### src/rtl/tap_scan_master.sv
// rtl/tap_scan_master.sv - JTAG TAP master: one-cycle commands to TCK/TMS/TDO waveforms with TDI capture
module tap_scan_master #(
    parameter int CLK_DIV = 4,
    parameter int MAX_LEN = 64,
    parameter int LEN_W   = 7
) (
    input  logic               clk,
    input  logic               reset_n,
    input  logic               cmd_valid,
    output logic               cmd_ready,
    input  logic [1:0]         cmd_op,
    input  logic [LEN_W-1:0]   cmd_len,
    input  logic [MAX_LEN-1:0] cmd_data,
    output logic               rsp_done,
    output logic [MAX_LEN-1:0] rsp_data,
    output logic               busy,
    output logic               tck,
    output logic               tms,
    output logic               tdo,
    output logic               trst_n,
    input  logic               tdi
);
    localparam int IDX_W = $clog2(MAX_LEN);
    localparam logic [7:0] DIV_M1 = 8'(CLK_DIV - 1);

    typedef enum logic [2:0] {
        S_IDLE, S_LAUNCH, S_RST, S_PRE, S_SHIFT, S_POST, S_DONE
    } state_t;

    state_t             state, first_q, up_state, nxt_state, first_c;
    logic [1:0]         op_q;
    logic [LEN_W-1:0]   len_q, step, up_step, nxt_step, len_c;
    logic [MAX_LEN-1:0] data_q;
    logic [7:0]         div_cnt;
    logic               tck_hi, tap_synced;

    function automatic logic [LEN_W-1:0] last_of(state_t s, logic [1:0] op, logic [LEN_W-1:0] len);
        case (s)
            S_RST:   return LEN_W'(5);
            S_PRE:   return (op == 2'b01) ? LEN_W'(3) : LEN_W'(2);
            S_SHIFT: return len - LEN_W'(1);
            default: return LEN_W'(1);
        endcase
    endfunction

    function automatic logic tms_of(state_t s, logic [LEN_W-1:0] st, logic [1:0] op, logic [LEN_W-1:0] len);
        case (s)
            S_RST:   return st != LEN_W'(5);
            S_PRE:   return (op == 2'b01) ? (st < LEN_W'(2)) : (st == '0);
            S_SHIFT: return (op != 2'b11) && (st == len - LEN_W'(1));
            S_POST:  return st == '0;
            default: return 1'b0;
        endcase
    endfunction

    assign busy = ~cmd_ready;

    always_comb begin
        len_c = (cmd_len > LEN_W'(MAX_LEN)) ? LEN_W'(MAX_LEN) : cmd_len;
        if (cmd_op == 2'b00)      first_c = S_RST;
        else if (len_c == '0)     first_c = S_DONE;
        else if (!tap_synced)     first_c = S_RST;
        else if (cmd_op == 2'b11) first_c = S_SHIFT;
        else                      first_c = S_PRE;

        nxt_state = state;
        nxt_step  = step + LEN_W'(1);
        if (step == last_of(state, op_q, len_q)) begin
            nxt_step = '0;
            case (state)
                S_RST:   nxt_state = (op_q == 2'b00) ? S_DONE : (op_q == 2'b11) ? S_SHIFT : S_PRE;
                S_PRE:   nxt_state = S_SHIFT;
                S_SHIFT: nxt_state = (op_q == 2'b11) ? S_DONE : S_POST;
                default: nxt_state = S_DONE;
            endcase
        end

        // The TCK about to start: either the first one of a command or the successor of the current one
        up_state = (state == S_LAUNCH) ? first_q : nxt_state;
        up_step  = (state == S_LAUNCH) ? '0 : nxt_step;
    end

    always_ff @(posedge clk or negedge reset_n) begin
        if (!reset_n) begin
            state      <= S_IDLE;
            first_q    <= S_IDLE;
            op_q       <= '0;
            len_q      <= '0;
            data_q     <= '0;
            step       <= '0;
            div_cnt    <= '0;
            tck_hi     <= 1'b0;
            tap_synced <= 1'b0;
            cmd_ready  <= 1'b1;
            rsp_done   <= 1'b0;
            rsp_data   <= '0;
            tck        <= 1'b0;
            tms        <= 1'b1;
            tdo        <= 1'b0;
            trst_n     <= 1'b1;
        end else begin
            rsp_done <= 1'b0;
            case (state)
                S_IDLE: begin
                    if (cmd_valid) begin
                        cmd_ready <= 1'b0;
                        op_q      <= cmd_op;
                        len_q     <= len_c;
                        data_q    <= cmd_data;
                        rsp_data  <= '0;
                        first_q   <= first_c;
                        state     <= S_LAUNCH;
                    end
                end
                S_DONE: begin
                    state     <= S_IDLE;
                    cmd_ready <= 1'b1;
                end
                default: begin
                    if (state == S_LAUNCH || (tck_hi && div_cnt == '0)) begin
                        tck     <= 1'b0;
                        tck_hi  <= 1'b0;
                        div_cnt <= DIV_M1;
                        state   <= up_state;
                        step    <= up_step;
                        if (state == S_RST && up_state != S_RST)
                            tap_synced <= 1'b1;
                        if (up_state == S_DONE) begin
                            rsp_done <= 1'b1;
                            // Park in RTI unless a zero-length command ran before any reset sequence
                            tms      <= ~(tap_synced | (state != S_LAUNCH));
                            tdo      <= 1'b0;
                            trst_n   <= 1'b1;
                        end else begin
                            tms    <= tms_of(up_state, up_step, op_q, len_q);
                            tdo    <= (up_state == S_SHIFT && op_q != 2'b11) ? data_q[up_step[IDX_W-1:0]] : 1'b0;
                            trst_n <= !(up_state == S_RST && up_step < LEN_W'(5));
                        end
                    end else if (div_cnt != '0) begin
                        div_cnt <= div_cnt - 8'd1;
                    end else begin
                        tck     <= 1'b1;
                        tck_hi  <= 1'b1;
                        div_cnt <= DIV_M1;
                        if (state == S_SHIFT && op_q != 2'b11)
                            rsp_data[step[IDX_W-1:0]] <= tdi;
                    end
                end
            endcase
        end
    end
endmodule
### config.mk
export PLATFORM = sky130hd
export DESIGN_NAME = tap_scan_master
export DESIGN_NICKNAME = d
export VERILOG_FILES = /design/src/rtl/tap_scan_master.sv
export SDC_FILE = /design/constraint.sdc
export NUM_CORES = 1
export LEC_CHECK = 0
export ABC_CLOCK_PERIOD_IN_PS = 8150
export BUFFER_PORTS_ARGS = -buffer_cell sky130_fd_sc_hd__buf_2
export CAP_MARGIN = 20
export CORE_MARGIN = 2
export CORE_UTILIZATION = 55
export DETAILED_ROUTE_END_ITERATION = 6
export PLACE_DENSITY = 0.87
export SLEW_MARGIN = 5
export SYNTH_ARGS = -nofsm -noshare
export SYNTH_HDL_FRONTEND = slang
export SYNTH_SLANG_ARGS = --single-unit
export TNS_END_PERCENT = 50
### constraint.sdc
create_clock -name clk -period 8.15 [get_ports clk]
set_input_delay 0.4075 -clock clk [delete_from_list [all_inputs] [get_ports clk]]
set_output_delay 0.4075 -clock clk [all_outputs]
set_load 0.01 [all_outputs]
# Word level (Yosys, flattened, before mapping)
# Index checks and enable logic that the tools add are counted.
dict set report word_totals {
  ff_bits 165
  elab_cells 122
}
dict set report classes {
  n_addsub 3
  n_lt_le_gt_ge 6
  eq_ne 23
  muxes 43
  bitwise_logic 5
  n_reduce_logical 27
}
# operator n
set op_table {}
lappend op_table {{$mux 64} 4}
lappend op_table {{$pmux 64 s2} 1}
lappend op_table {{$bwmux 64} 1}
lappend op_table {{$mux 3} 10}
lappend op_table {{$mux 7} 3}
lappend op_table {{$pmux 7 s3} 1}
lappend op_table {{$mux 8} 2}
lappend op_table {{$eq 3x3->1 const B} 5}
lappend op_table {{$eq 7x7->1} 2}
lappend op_table {{$logic_not 7->1} 2}
lappend op_table {{$lt 6x7->1 const B} 2}
lappend op_table {{$mux 1} 14}
lappend op_table {{$eq 3x2->1 const B} 4}
lappend op_table {{$reduce_and 2->1} 5}
lappend op_table {{$pmux 3 s3} 1}
lappend op_table {{$logic_not 8->1} 1}
lappend op_table {{$reduce_bool 8->1} 1}
lappend op_table {{$sub 8x1->8 const B} 1}
lappend op_table {{$add 7x1->7 const B} 1}
lappend op_table {{$gt 7x7->1 const B} 1}
lappend op_table {{$logic_and 1x1->1} 7}
lappend op_table {{$lt 7x2->1 const B} 1}
lappend op_table {{$lt 7x3->1 const B} 1}
lappend op_table {{$ne 7x3->1 const B} 1}
lappend op_table {{other kinds (26)} 35}

# Depth between registers and ports, before layout
dict set report depth {
  ltp_word 10
  ltp_mapped 14
}

# Least setup slack after synthesis
# Ideal clock, no wire load.
dict set report synth_timing {
  path_type {reg2reg}
  start {register len_q[2]}
  end {register tdo}
  setup_ns 0.099
  t_arrival_ns 3.243
  required_ns 8.051
  setup_slack_ns 4.808
  path_stages_with_launch 12
  period_less_slack_ns 3.342
  path_cell_list {dfrtp_1 -> or3_1 -> buf_2 -> or4_4 -> a2111oi_2 -> o21a_2 -> o221ai_4 -> and3_4 -> a2111o_1 -> a2111oi_2 -> o22ai_1 -> a311oi_1}
}
dict set report synth_via {
  elab_chain_cells 9
}
# item line
set synth_rtl {}
lappend synth_rtl {{from (decl)} 32} ;# logic [LEN_W-1:0] len_q, step, up_step, nxt_step, len_c;
lappend synth_rtl {{from (signal assigned)} 108} ;# len_q <= len_c;
lappend synth_rtl {{$sub 7x1->7 *} 41} ;# S_SHIFT: return len - LEN_W'(1);
lappend synth_rtl {{$pmux 7 s3 *} 38} ;# case (s)
lappend synth_rtl {{$eq 7x7->1 *} 68} ;# if (step == last_of(state, op_q, len_q)) begin
lappend synth_rtl {{$mux 7 / $mux 3 (equally long branches)} 68}
lappend synth_rtl {{$mux 7 / $mux 3 (equally long branches)} {80, 79}}
lappend synth_rtl {{$bmux 1 s6 / $eq 3x3->1 (equally long branches)} 136} ;# tdo <= (up_state == S_SHIFT && op_q != 2'b11) ? data_q[up_step[IDX_W-1:0]] : 1'b0;
lappend synth_rtl {{$mux 1 (implied by the code) / $logic_and 1x1->1 (equally long branches)} 136}
lappend synth_rtl {{$mux 1} 136}
lappend synth_rtl {{$mux 1 *} 128} ;# if (up_state == S_DONE) begin
lappend synth_rtl {{to (signal assigned)} 136}
lappend synth_rtl {{to (decl)} 19} ;# output logic tdo,
# Mark *: on every way between the ends. The rest lies on a longest branch, timed or not. The select of a mux whose other input is x is not followed.
# A chain may end at the register's enable or synchronous reset.

# Worst setup path after layout
dict set report layout_timing {
  start {register state[0]}
  end {register rsp_data[54]}
}
dict set report layout_via {
  elab_chain_cells 4
}
# item line
set layout_rtl {}
lappend layout_rtl {{from (decl)} 30} ;# state_t state, first_q, up_state, nxt_state, first_c;
lappend layout_rtl {{from (signal assigned)} 124} ;# state <= up_state;
lappend layout_rtl {{$eq 3x1->1 / $eq 3x3->1 (equally long branches)} {120, 145}}
lappend layout_rtl {{$logic_or 1x1->1 / $logic_and 1x1->1 (equally long branches)} {120, 145}}
lappend layout_rtl {{$ne 2x1->1 (no source line) / $reduce_bool 2->1 (equally long branches)} --}
lappend layout_rtl {{$reduce_and 5->1 (no source line)} --}
lappend layout_rtl {{to (signal, indexed assignment)} 146} ;# rsp_data[step[IDX_W-1:0]] <= tdi;
lappend layout_rtl {{to (decl)} 15} ;# output logic [MAX_LEN-1:0] rsp_data,
# Parallel ways exist; a longest one is shown, timed or not.

==> metrics.csv <==
stage,metric,value,unit
outcome,outcome,completed,
synth,synth_flop_cell,dfrtp_1,
final_layout,final_area,9996,µm²
place,place_congestion,0.9640,
setup_path,worst-endpoint-required,8.48,ns
route,avgRoutedWirePerCell,19.42,µm
synth,synthAdderAreaFrac,0.7334,%
clock_tree,cts_sinks,165,
setup_path,worstPathArrival,4.45,ns
synth,muxShareOfSynthArea,10.08,%
setup_path,worst-path-max-fanout,86,
timing,final_hold_viol_count,0,
clock_tree,cts_tree,built,
pwr,switchingPower,1.535,mW
floorplan,start_util,56.12,%
clock_tree,cts_setup_buffers,0,
route,totalWireLength,23240,µm
pwr,p_total,3.788,mW
route,drc,0,
route,final_antenna_net_count,0,
place,postPlaceCellArea,9320,µm²
grt,grt_remaining_overflow,0,
clock_tree,cts_resized,0,
timing,fin_crit_sh,50.52,%
timing,worst_pin_slew,1.019,ns
synth,syn_inst,884,
timing,slew_headroom,32.07,%
synth,syn_avg_cell_area,9.650,µm²
place,hpwl,15770,µm
pwr,p_int,2.253,mW
place,io_buffers,147,
setup_path,critPathCaptureType,flop,
clock_tree,insertion_delay,0.43,ns
grt,antenna_found_initial,0,
synth,synth.net_count,966,
synth,synth_warnings,0,
timing,rsz0062_at_grt,false,
synth,ys_seq_elements,165,
timing,tns,0,ns
final_layout,syn2layout_area_growth,17.18,%
timing,whs,0.02490,ns
setup_path,reg2reg_slack,4.03,ns
pwr,p_sw_share,40.53,%
grt,busiest_layer,met2,
floorplan,dieArea,16520,µm²
clock_tree,clockBufferDepth,2,
setup_path,crit_type,reg2reg,
route,vias_per_cell,6.419,
grt,use_met2,46.71,%
route,drtPass1Iterations,6,
floorplan,die_x,128.5,µm
setup_path,cp-start-kind,flop,
floorplan,rows,45,
clock_tree,hold_buffers,0,
synth,synth_area_leaders,"dfrtp_1 48%, mux2_2 8.8%, o21ai_0 8.5%, a21oi_1 4.7%, nand2_1 3.7%",
clock_tree,htree_num_levels,4,
grt,grt_use_met3,6.362,%
synth,synth-edff-count,0,
synth,yosys.area.top_type,dfrtp_1,
synth,netlist.area_leader.share,47.52,%
synth,synth_compound_area_share,20.80,%
flow_run,maxCapViolations,0,
final_layout,utilization,65.75,%
final_layout,diodes,0,
synth,synth_top_family_by_area,compound AO/OA/AOI/OAI gates,
pwr,p_leak,4.552,nW
pwr,seqPwrFrac,33.5,%
timing,max_freq,242.9,MHz
synth,syn-cell-area,8531,µm²
route,dr_total_vias,7684,
timing,period_minus_slack,4.117,ns
final_layout,final_cell_mix,"162 x dfrtp_1, 148 x buf_2, 145 x o21ai_0",
final_layout,layout_commonest_cell,dfrtp_1,
grt,grt_max_degree,87,
clock_tree,cts-root-buf,clkbuf_16,
route,drt_iter0_drc,1135,
synth,synthXorXnorAreaFrac,2.259,%
floorplan,die_h,128.5,µm
timing,clock_skew,0.009673,ns
final_layout,final_layout_size_suffix_gt1_share,27.95,%
floorplan,core_area,15200,µm²
synth,ys_types,73,
grt,grt_pass1_vias,7467,
min_path,hold_class,in2async,
pwr,p_per_area,378.9,nW/µm²
grt,grt_pass1_wl,37970,µm
clock_tree,cts_buffers,17,
final_layout,fin_nets,1078,
synth,synth_simple_gate_area_share,14.11,%
clock_tree,clk_pin_slew,0.07,ns
timing,finalMaxSlewViolations,0,
floorplan,io_pins,148,
timing,setup_viol,0,
synth,yosysSeqAreaShare,48.45,%
grt,grt_usage,29.14,%
synth,async_flop_share,100.0,%
pwr,clkPwrFrac,23.1,%
pwr,power_frac_comb,43.4,%
pwr,vdd_ir_drop_max,0.0002552,V
grt,use_met1,38.01,%
## cell type report
type                       instances  area (µm²)
fill                            1185        5206
clock inverter                    12       186.4
tap                              188       235.2
timing repair buffer             158       839.6
clock buffer                      20       456.7
inverter                          10       37.54
sequential                       165        4133
multi-input combinational        644        4108
## state kept, by name, indices dropped and copies added, names as in the netlist
name,cells
data_q,64
cmd_ready,1
tms,1
div_cnt,8
op_q,2
tck_hi,1
rsp_done,1
tdo,1
state,3
trst_n,1
first_q,3
rsp_data,64
len_q,7
tap_synced,1
step,7
## routing by layer
| layer | share of wire (%) | vias up |
|---|---|---|
| met5 | 0 | - |
| li1 | - | 3430 |
| met4 | 3.8 | 0 |
| met2 | 47 | 484 |
| met1 | 40 | 3700 |
| met3 | 9.2 | 70 |
## final timing paths
| path | start | endpoint | cells past startpoint |
|---|---|---|---|
| max in group asynchronous | reset_n | tms | 3 |
| min in group clk | cmd_data[15] | data_q[15] | 2 |
| worst min-delay path | reset_n | div_cnt[3] | 1 |
| worst max-delay path | state[0] | rsp_data[54] | 8 |
| worst min register to register | data_q[31] | data_q[31] | 1 |
| worst max register to register | state[0] | rsp_data[54] | 8 |
## critical path, stage by stage (launching register included)
cell and delay (ns):
dfrtp_1 0.61, nor3_2 0.27, buf_4 0.58, nand2_4 0.66
o41a_1 0.33, buf_4 0.30, nor2_1 0.54, nand2_1 0.39
o21ai_0 0.30
## power groups by stage
stage                     logic (mW)  clock network, mW  registers (mW)
after floorplan                 1.27                  0            1.18
after global placement          1.54                  0            1.25
after detailed placement        1.58                  0            1.27
after CTS                       1.61              0.882            1.26
after global routing            1.80              0.913            1.30
final                           1.64              0.876            1.27
## kinds of logic (layout without fill, tap and decap cells)
group,after synthesis,count (layout)
AOI/OAI and AO/OA,301,301
and+or+nand+nor,241,241
DFF,165,165
muxes,75,75
buffers and inverters,75,200
xor gates and xnor gates,22,22
adders and majority gates,5,5
## stage by stage
stage | std cells | worst slack [ns]
6_report | 1197 | 4.033
5_1_grt | 1197 | 3.708
4_1_cts | 1195 | 4.100
3_5_place_dp | 1163 | 4.122
3_3_place_gp | 1161 | 4.280
2_1_floorplan | 884 | 4.808
## Yosys cell counts, types with 3 or more instances
master,count
and3_1,5
and2_1,6
dfstp_2,3
inv_1,10
mux2_2,67
a31oi_1,8
nor3b_1,7
o211ai_1,3
nor3_1,22
buf_2,7
o21ai_0,145
o32ai_1,3
clkbuf_1,46
or4_1,3
nand2_1,83
o221ai_1,3
xnor2_1,12
a21oi_1,80
a22oi_1,3
nand2b_1,17
buf_1,10
a21o_1,5
or2_2,3
ha_1,5
o22ai_1,7
nand3_1,14
mux2i_1,6
nor4_1,5
nor2_1,44
or3_1,9
o31ai_1,8
nand4_1,4
xor2_1,10
a211oi_1,5
nor2b_1,6
dfrtp_1,162
Note: power is estimated with default switching activity, not from simulation.
